`src/rtl/adder_share_arb.sv`:
```
// Round-robin arbiter that lets NREQ requesters share one external combinational adder,
// with a single registered result slot. Optional statistics counters: ADDER_ARB_STATS_EN.
module adder_share_arb #(
  parameter int NREQ  = 4,
  parameter int WIDTH = 64,
  parameter int IDW   = $clog2(NREQ)
) (
  input  logic                  clk,
  input  logic                  rst_n,
  input  logic [NREQ-1:0]       req_valid,
  output logic [NREQ-1:0]       req_ready,
  input  logic [NREQ*WIDTH-1:0] req_a,
  input  logic [NREQ*WIDTH-1:0] req_b,
  output logic [WIDTH-1:0]      add_a,
  output logic [WIDTH-1:0]      add_b,
  input  logic [WIDTH:0]        add_s,
  output logic                  rsp_valid,
  input  logic                  rsp_ready,
  output logic [WIDTH:0]        rsp_sum,
  output logic [IDW-1:0]        rsp_id
`ifdef ADDER_ARB_STATS_EN
  ,
  output logic [31:0]           stat_ops,
  output logic [31:0]           stat_stall
`endif
);

  typedef enum logic {
    EMPTY = 1'b0,
    FULL  = 1'b1
  } state_e;

  state_e         state_q, state_d;
  logic [IDW-1:0] ptr_q;
  logic           slot_free;
  logic           grant_found;
  logic [IDW-1:0] grant_idx;
  logic           accept;

  // Modular increment of a requester index; ptr never leaves 0..NREQ-1.
  function automatic logic [IDW-1:0] wrap_idx(input logic [IDW-1:0] base, input int off);
    int s;
    s = int'(base) + off;
    if (s >= NREQ) s -= NREQ;
    return IDW'(s);
  endfunction

  assign rsp_valid = (state_q == FULL);
  assign slot_free = ~rsp_valid | rsp_ready;

  // Offsets are walked from farthest to nearest so the requester closest to ptr wins.
  // NOTE: every signal written in always_comb gets a default first, so no latch is inferred.
  always_comb begin
    grant_found = 1'b0;
    grant_idx   = '0;
    for (int off = NREQ - 1; off >= 0; off--) begin
      if (req_valid[wrap_idx(ptr_q, off)]) begin
        grant_found = 1'b1;
        grant_idx   = wrap_idx(ptr_q, off);
      end
    end
  end

  // rst_n gates the grant so req_ready drops the instant reset asserts.
  assign accept = grant_found & slot_free & rst_n;

  always_comb begin
    req_ready = '0;
    add_a     = '0;
    add_b     = '0;
    if (accept) begin
      req_ready[grant_idx] = 1'b1;
      add_a = req_a[grant_idx*WIDTH +: WIDTH];
      add_b = req_b[grant_idx*WIDTH +: WIDTH];
    end
  end

  always_comb begin
    state_d = state_q;
    unique case (state_q)
      EMPTY: if (accept) state_d = FULL;
      FULL: begin
        if (accept)         state_d = FULL;
        else if (rsp_ready) state_d = EMPTY;
      end
      default: state_d = EMPTY;
    endcase
  end

  // NOTE: sequential state uses non-blocking assignments so every register samples pre-edge values.
  always_ff @(posedge clk or negedge rst_n) begin
    if (!rst_n) begin
      state_q <= EMPTY;
      ptr_q   <= '0;
    end else begin
      state_q <= state_d;
      if (accept) ptr_q <= wrap_idx(grant_idx, 1);
    end
  end

  // NOTE: the result payload is reset too, because rsp_sum/rsp_id must read zero during reset.
  always_ff @(posedge clk or negedge rst_n) begin
    if (!rst_n) begin
      rsp_sum <= '0;
      rsp_id  <= '0;
    end else if (accept) begin
      rsp_sum <= add_s;
      rsp_id  <= grant_idx;
    end
  end

`ifdef ADDER_ARB_STATS_EN
  // Both counters saturate instead of wrapping.
  always_ff @(posedge clk or negedge rst_n) begin
    if (!rst_n) begin
      stat_ops   <= '0;
      stat_stall <= '0;
    end else begin
      if (accept && stat_ops != 32'hFFFF_FFFF) stat_ops <= stat_ops + 32'd1;
      if (rsp_valid && !rsp_ready && stat_stall != 32'hFFFF_FFFF)
        stat_stall <= stat_stall + 32'd1;
    end
  end
`endif

endmodule

```
`config.mk`:
```
export PLATFORM = sky130hd
export DESIGN_NAME = adder_share_arb
export DESIGN_NICKNAME = d
export VERILOG_FILES = /design/src/rtl/adder_share_arb.sv
export SDC_FILE = /design/constraint.sdc
export NUM_CORES = 1
export LEC_CHECK = 0
export CAP_MARGIN = 20
export CORE_AREA = 10 10 294 296
export DETAILED_ROUTE_END_ITERATION = 12
export DIE_AREA = 0 0 304 306
export GPL_TIMING_DRIVEN = 1
export PLACE_DENSITY = 0.37
export SKIP_LAST_GASP = 1
export SLEW_MARGIN = 20
export SYNTH_ARGS = -nofsm -noshare
export SYNTH_HDL_FRONTEND = slang
export SYNTH_SLANG_ARGS = --single-unit
```
`constraint.sdc`:
```
create_clock -name clk -period 2.7 [get_ports clk]
set_input_delay 0.54 -clock clk [delete_from_list [all_inputs] [get_ports clk]]
set_output_delay 0.54 -clock clk [all_outputs]
set_load 0.1 [all_outputs]
```
Yosys cells after proc, flatten, opt, wreduce, memory -nomap -nowiden
Cells that the tools add are included.
{"block": "totals", "register_bits": 70, "inputBits": 584}
{"block": "classes", "addsub": 9, "magnitude_cmp": 11, "n_shift": 2, "mux": 30, "bitwise_logic": 4, "reduce_logical": 1}
{"cell": "variable part select 256 x 9 -> 64 bit", "n": 2}
{"cell": "two-way mux 64 bit", "n": 2}
{"cell": "two-way mux 2 bit", "n": 9}
{"cell": "less-than comparator 2 x 3 -> 1 bit, second input constant", "n": 5}
{"cell": "greater-or-equal comparator 3 bit, second input constant", "n": 4}
{"cell": "two-way mux 1 bit", "n": 12}
{"cell": "subtractor 2 x 1 -> 2 bit, second input constant", "n": 5}
{"cell": "binary-select mux 1 bit (select 2 bit)", "n": 4}
{"cell": "adder 2 x 1 -> 3 bit, second input constant", "n": 2}
{"cell": "adder 2 x 2 -> 3 bit, second input constant", "n": 2}
{"cell": "two-way mux 4 bit", "n": 1}
{"cell": "greater-or-equal comparator 2 x 3 -> 1 bit, second input constant", "n": 1}
{"cell": "bitwise AND 1 bit", "n": 2}
{"cell": "demux 1 bit (select 2 bit)", "n": 1}
{"cell": "greater-or-equal comparator 2 x 1 -> 1 bit, second input constant", "n": 1}
{"cell": "case mux 1 bit (2 select lines)", "n": 1}
{"cell": "logical AND 1 bit", "n": 1}
{"cell": "NOT 1 bit", "n": 1}
{"cell": "OR 1 bit", "n": 1}

Logic depth before layout (Yosys ltp)
{"block": "depth", "depth_word": 14, "ltp_mapped": 9, "mapped_depth_nobuf": 6}

Least setup slack after synthesis
Ideal clock, no wire load.
{"block": "synth_path", "path_type": "register to output", "from": "register state_q, in the netlist rsp_valid", "to": "output add_b[25]", "arrival_time_ns": 3.003, "required_time_ns": 2.160, "setup_slack_ns": -0.843, "stages_incl_launch_ff": 6, "path_cell_list": "dfrtp_1 a21oi_2 nand2b_4 buf_8 buf_8 o22ai_1"}
{"block": "synth_between", "elab_chain_cells": 5}
{"element": "start: declaration", "line": "33", "source": "state_e state_q, state_d;"}
{"element": "start signal: assignment", "line": "96", "source": "state_q <= state_d;"}
{"element": "NOT 1 bit"}
{"element": "OR 1 bit", "line": "49", "source": "assign slot_free = ~rsp_valid | rsp_ready;"}
{"element": "bitwise AND 1 bit (2 in a row)", "line": "65", "source": "assign accept = grant_found & slot_free & rst_n;"}
{"element": "two-way mux 64 bit", "line": "71", "source": "if (accept) begin"}
{"element": "end: declaration", "line": "15", "source": "output logic [WIDTH-1:0] add_b,"}
Every way passes these cells.

Worst setup path in the final report
{"block": "layout_path", "from": "register ptr_q[1]", "to": "output add_b[49]"}
{"block": "layout_between", "elab_chain_cells": 12, "elab_cells_between_ends": 35, "cone_classes": "7 x add/sub; 4 x order compare; 1 x shift; 21 x mux; 2 x bitwise"}
{"element": "start: declaration", "line": "34", "source": "logic [IDW-1:0] ptr_q;"}
{"element": "start signal: assignment", "line": "97", "source": "if (accept) ptr_q <= wrap_idx(grant_idx, 1);"}
{"element": "parallel branches: the longest is 11 deep, another holds adder 2 x 2 -> 3 bit"}
{"element": "two-way mux 64 bit *", "line": "71"}
Every way passes the cells marked *. The select of a mux whose other input is x is not followed.

==> impl_table.tex <==
\begin{tabular}{lr}
\hline
Metric & Value \\
\hline
\multicolumn{2}{l}{\textbf{Timing}} \\
Final hold vios & 0 \\
Normalized max-slew margin & 63.6\% \\
Peak Freq & 0.342 GHz \\
RSZ-0062 raised after global routing & true \\
Transition at the pin with the smallest max-transition slack & 545 ps \\
Final setup violation count & 132 \\
Period utilisation layout & 108\% \\
Max Transition Viols Final & 0 \\
Setup ws final & -222 ps \\
Sum of negative setup slack & -19520 ps \\
Worst hold margin & 352 ps \\
Min cycle time layout & 2920 ps \\
Worst setup skew after layout & 7.65 ps \\
\multicolumn{2}{l}{\textbf{Route}} \\
Drc violations & 0 \\
DRC marker count from the first detailed-route iteration & 282 \\
Wire length per cell & 26.3 um \\
Via density per instance & 3.56 \\
Number of routed nets with antenna violations & 0 \\
Final wirelength & 68.3 mm \\
Total number of vias & 9224 \\
Detailed Routing Iterations Pass 1 & 4 \\
\multicolumn{2}{l}{\textbf{Synthesis}} \\
Sequential share of the synthesized area & 22.5\% \\
Ranking of synthesized cells by area & mux2i\_1 (33\%), dfrtp\_1 (23\%), o22ai\_2 (16\%), mux2\_4 (12\%), buf\_6 (4.1\%) \\
Post-synthesis average cell area & 12.6 um2 \\
Area share of the largest cell type after synthesis & 33.1\% \\
Gate count after technology mapping & 617 \\
Simple-gate share of the synthesized area & 1.08\% \\
Synth area leader & mux2i\_1 \\
Synth Area in Compound Gates & 19.3\% \\
XOR/XNOR share of the synthesized area & 0\% \\
Largest family of logic cells by synthesized area & multiplexers \\
Flops \& latches, synth & 70 \\
Mapped Nets & 1205 \\
Mapped Area & 7770 um2 \\
Warning count from the yosys run & 0 \\
Adder and majority gate portion of the synthesized area & 0.644\% \\
Mux cell area share after synthesis & 45.9\% \\
Number of distinct standard cells referenced by the synthesized netlist & 28 \\
\multicolumn{2}{l}{\textbf{Finish}} \\
Fillers & 8193 \\
Area growth from synthesis to final layout & 188\% \\
Share of cells above drive strength 1 & 51.2\% \\
Most frequent cells in the layout & clkdlybuf4s50\_1 (577), buf\_12 (165), buf\_4 (123) \\
Most common cell after layout, fill and taps aside & clkdlybuf4s50\_1 \\
Total number of nets in the final design & 2100 \\
\multicolumn{2}{l}{\textbf{Floorplan}} \\
Placeable Area & 80300 um2 \\
Die X & 304 um \\
I/O pin total & 784 \\
Total number of placement rows & 104 \\
Die footprint & 93000 um2 \\
Die Y-Extent & 306 um \\
Initial core utilization & 9.68\% \\
\multicolumn{2}{l}{\textbf{Setup path}} \\
Critical path endpoint category & output pin \\
Largest fanout on the critical path & 7 \\
Worst-case register-to-register setup slack & 500 ps \\
Arrival time at the worst endpoint & 2380 ps \\
Critical R2R Launch & rsp\_valid \\
Worst R2R End & rsp\_sum[7] \\
Worst Reg-to-Reg Cells & 5 \\
Path type of the worst setup path & flip-flop to output pin \\
Startpoint type of the worst setup path & flip-flop \\
CP required & 2160 ps \\
\multicolumn{2}{l}{\textbf{Job}} \\
Max-cap violations & 0 \\
\multicolumn{2}{l}{\textbf{Clock network}} \\
Max Buffers Root-to-Sink & 2 \\
CTS H-tree lvls & 3 \\
Total number of clock tree sinks & 70 \\
\# hold bufs at CTS & 0 \\
Clock root buffer & clkbuf\_16 \\
Clock latency at the later pin of the worst-skew pair & 340 ps \\
CTS tree & yes \\
Inserted Clock Buffers & 9 \\
Clock transition at the register clock pins on the worst setup and hold paths after CTS & 60 ps \\
\multicolumn{2}{l}{\textbf{Global route}} \\
Wire length of the first global-routing pass & 90.0 mm \\
Pin count of the biggest net entering global routing & 39 \\
Number of global-route vias before repair & 10311 \\
Antenna violations before repair & 32 \\
Overall overflow remaining after global route & 0 \\
Total routing usage reported by global routing & 13.6\% \\
\multicolumn{2}{l}{\textbf{Power and ir drop}} \\
Total chip power & 0.0172 W \\
VDD IR-drop max & 0.487 mV \\
Areal power density over the cells & 767 nW/um2 \\
Leakage power total & 8.33 nW \\
\multicolumn{2}{l}{\textbf{Placed design}} \\
Buffers on Ports & 783 \\
Pre-CTS setup slack & -767 ps \\
DP Wirelength & 56.5 mm \\
Gpl congestion & 0.806 \\
\multicolumn{2}{l}{\textbf{Status}} \\
Result of the run & finished with violations \\
Failing checks & setup timing \\
\multicolumn{2}{l}{\textbf{Min path}} \\
Path category of the worst min-delay check & input port to async pin \\
\hline
\end{tabular}
cells by family after synthesis:
kind of cell,count (synthesis)
AO/OA/AOI/OAI,137
buffers and inverters,71
adder cells (fa/ha/maj),4
flip-flops,70
AND/OR/NAND/NOR,11
multiplexers,324
sequential cells by signal, indices dropped and copies added (netlist names):
name,cells
rsp_sum,65
ptr_q,2
rsp_id,2
rsp_valid,1
repair_timing:
action                     CTS  global route
pin swaps                   16            66
cloned                      17            11
setup buffers               23            12
setup endpoints to repair  161           132
gates resized for setup    241           200
power by group:
part / total, W / internal [W] / switching [W]
registers: 0.00136 / 0.00124 / 0.000125
clock network: 0.00132 / 0.000816 / 0.000506
logic: 0.0145 / 0.00656 / 0.00793
total: 0.0172 / 0.00861 / 0.00856
cell usage after synthesis:
library cell	n
nand2b_4	1
mux2_1	3
and2_1	4
nand2_2	1
o21a_1	1
nor3b_1	1
a21oi_1	3
o21ai_0	1
buf_12	11
a2bb2oi_2	1
mux2i_1	257
o41ai_2	1
buf_6	28
buf_4	8
o21ai_1	1
nand3b_1	1
nor2_1	1
o22ai_2	100
buf_2	7
nor3_4	1
a21oi_2	1
ha_1	4
dfrtp_1	70
nand2_1	1
o22ai_1	28
inv_1	6
mux2_4	64
buf_8	11
routing by layer:
layer | wire (um) | GRT usage [%] | part of all wire, % | vias to the layer above
met1 | 25600 | 14.7 | 37 | 4430
met5 | 62 | 0 | 0.091 | -
met2 | 35400 | 24.2 | 52 | 484
met3 | 6220 | 5.56 | 9.1 | 59
li1 | - | - | - | 4241
met4 | 1060 | 3.29 | 1.6 | 10
worst max-delay path by stage:
stage	from	to	slack, ps	depth (start not counted)
global placement	req_valid[0]	add_a[2]	-730	8
floorplan	req_valid[2]	add_a[10]	-120	7
CTS	ptr_q[1]	add_a[39]	-270	10
global route	ptr_q[1]	add_a[15]	-310	9
finish	ptr_q[1]	add_b[49]	-220	10
detailed placement	req_valid[1]	add_a[2]	-770	8
through the flow:
stage | instance area (um2) | util (%) | cells
after floorplan | 8180 | - | 617
after global placement | 18900 | 23.5 | 2510
after detailed placement | 18900 | 23.5 | 2510
after CTS | 21100 | 26.2 | 2562
after global routing | 22400 | 27.9 | 2591
final | 22400 | 27.9 | 2594
area by class of cell:
class | instances | area, um2 | share of cell area (%)
Timing Repair Buffer | 949 | 11600 | 51.7
Antenna cell | 17 | 42.5 | 0.190
Multi-Input combinational cell | 476 | 7350 | 32.8
Sequential cell | 70 | 1750 | 7.84
Clock buffer | 10 | 229 | 1.02
Inverter | 6 | 22.5 | 0.101
Tap cell | 1060 | 1330 | 5.92
Clock inverter | 6 | 93.8 | 0.419
worst max-delay path, stage by stage (launching register included):
cell and delay, ps:
dfrtp_2 440, nand2_2 80, nand3b_1 130, a2bb2oi_4 180, buf_12 170, buf_16 170
buf_12 140, buf_16 160, mux2i_2 250, o22ai_2 120, buf_12 180
Power figures use the tool's default switching activity.
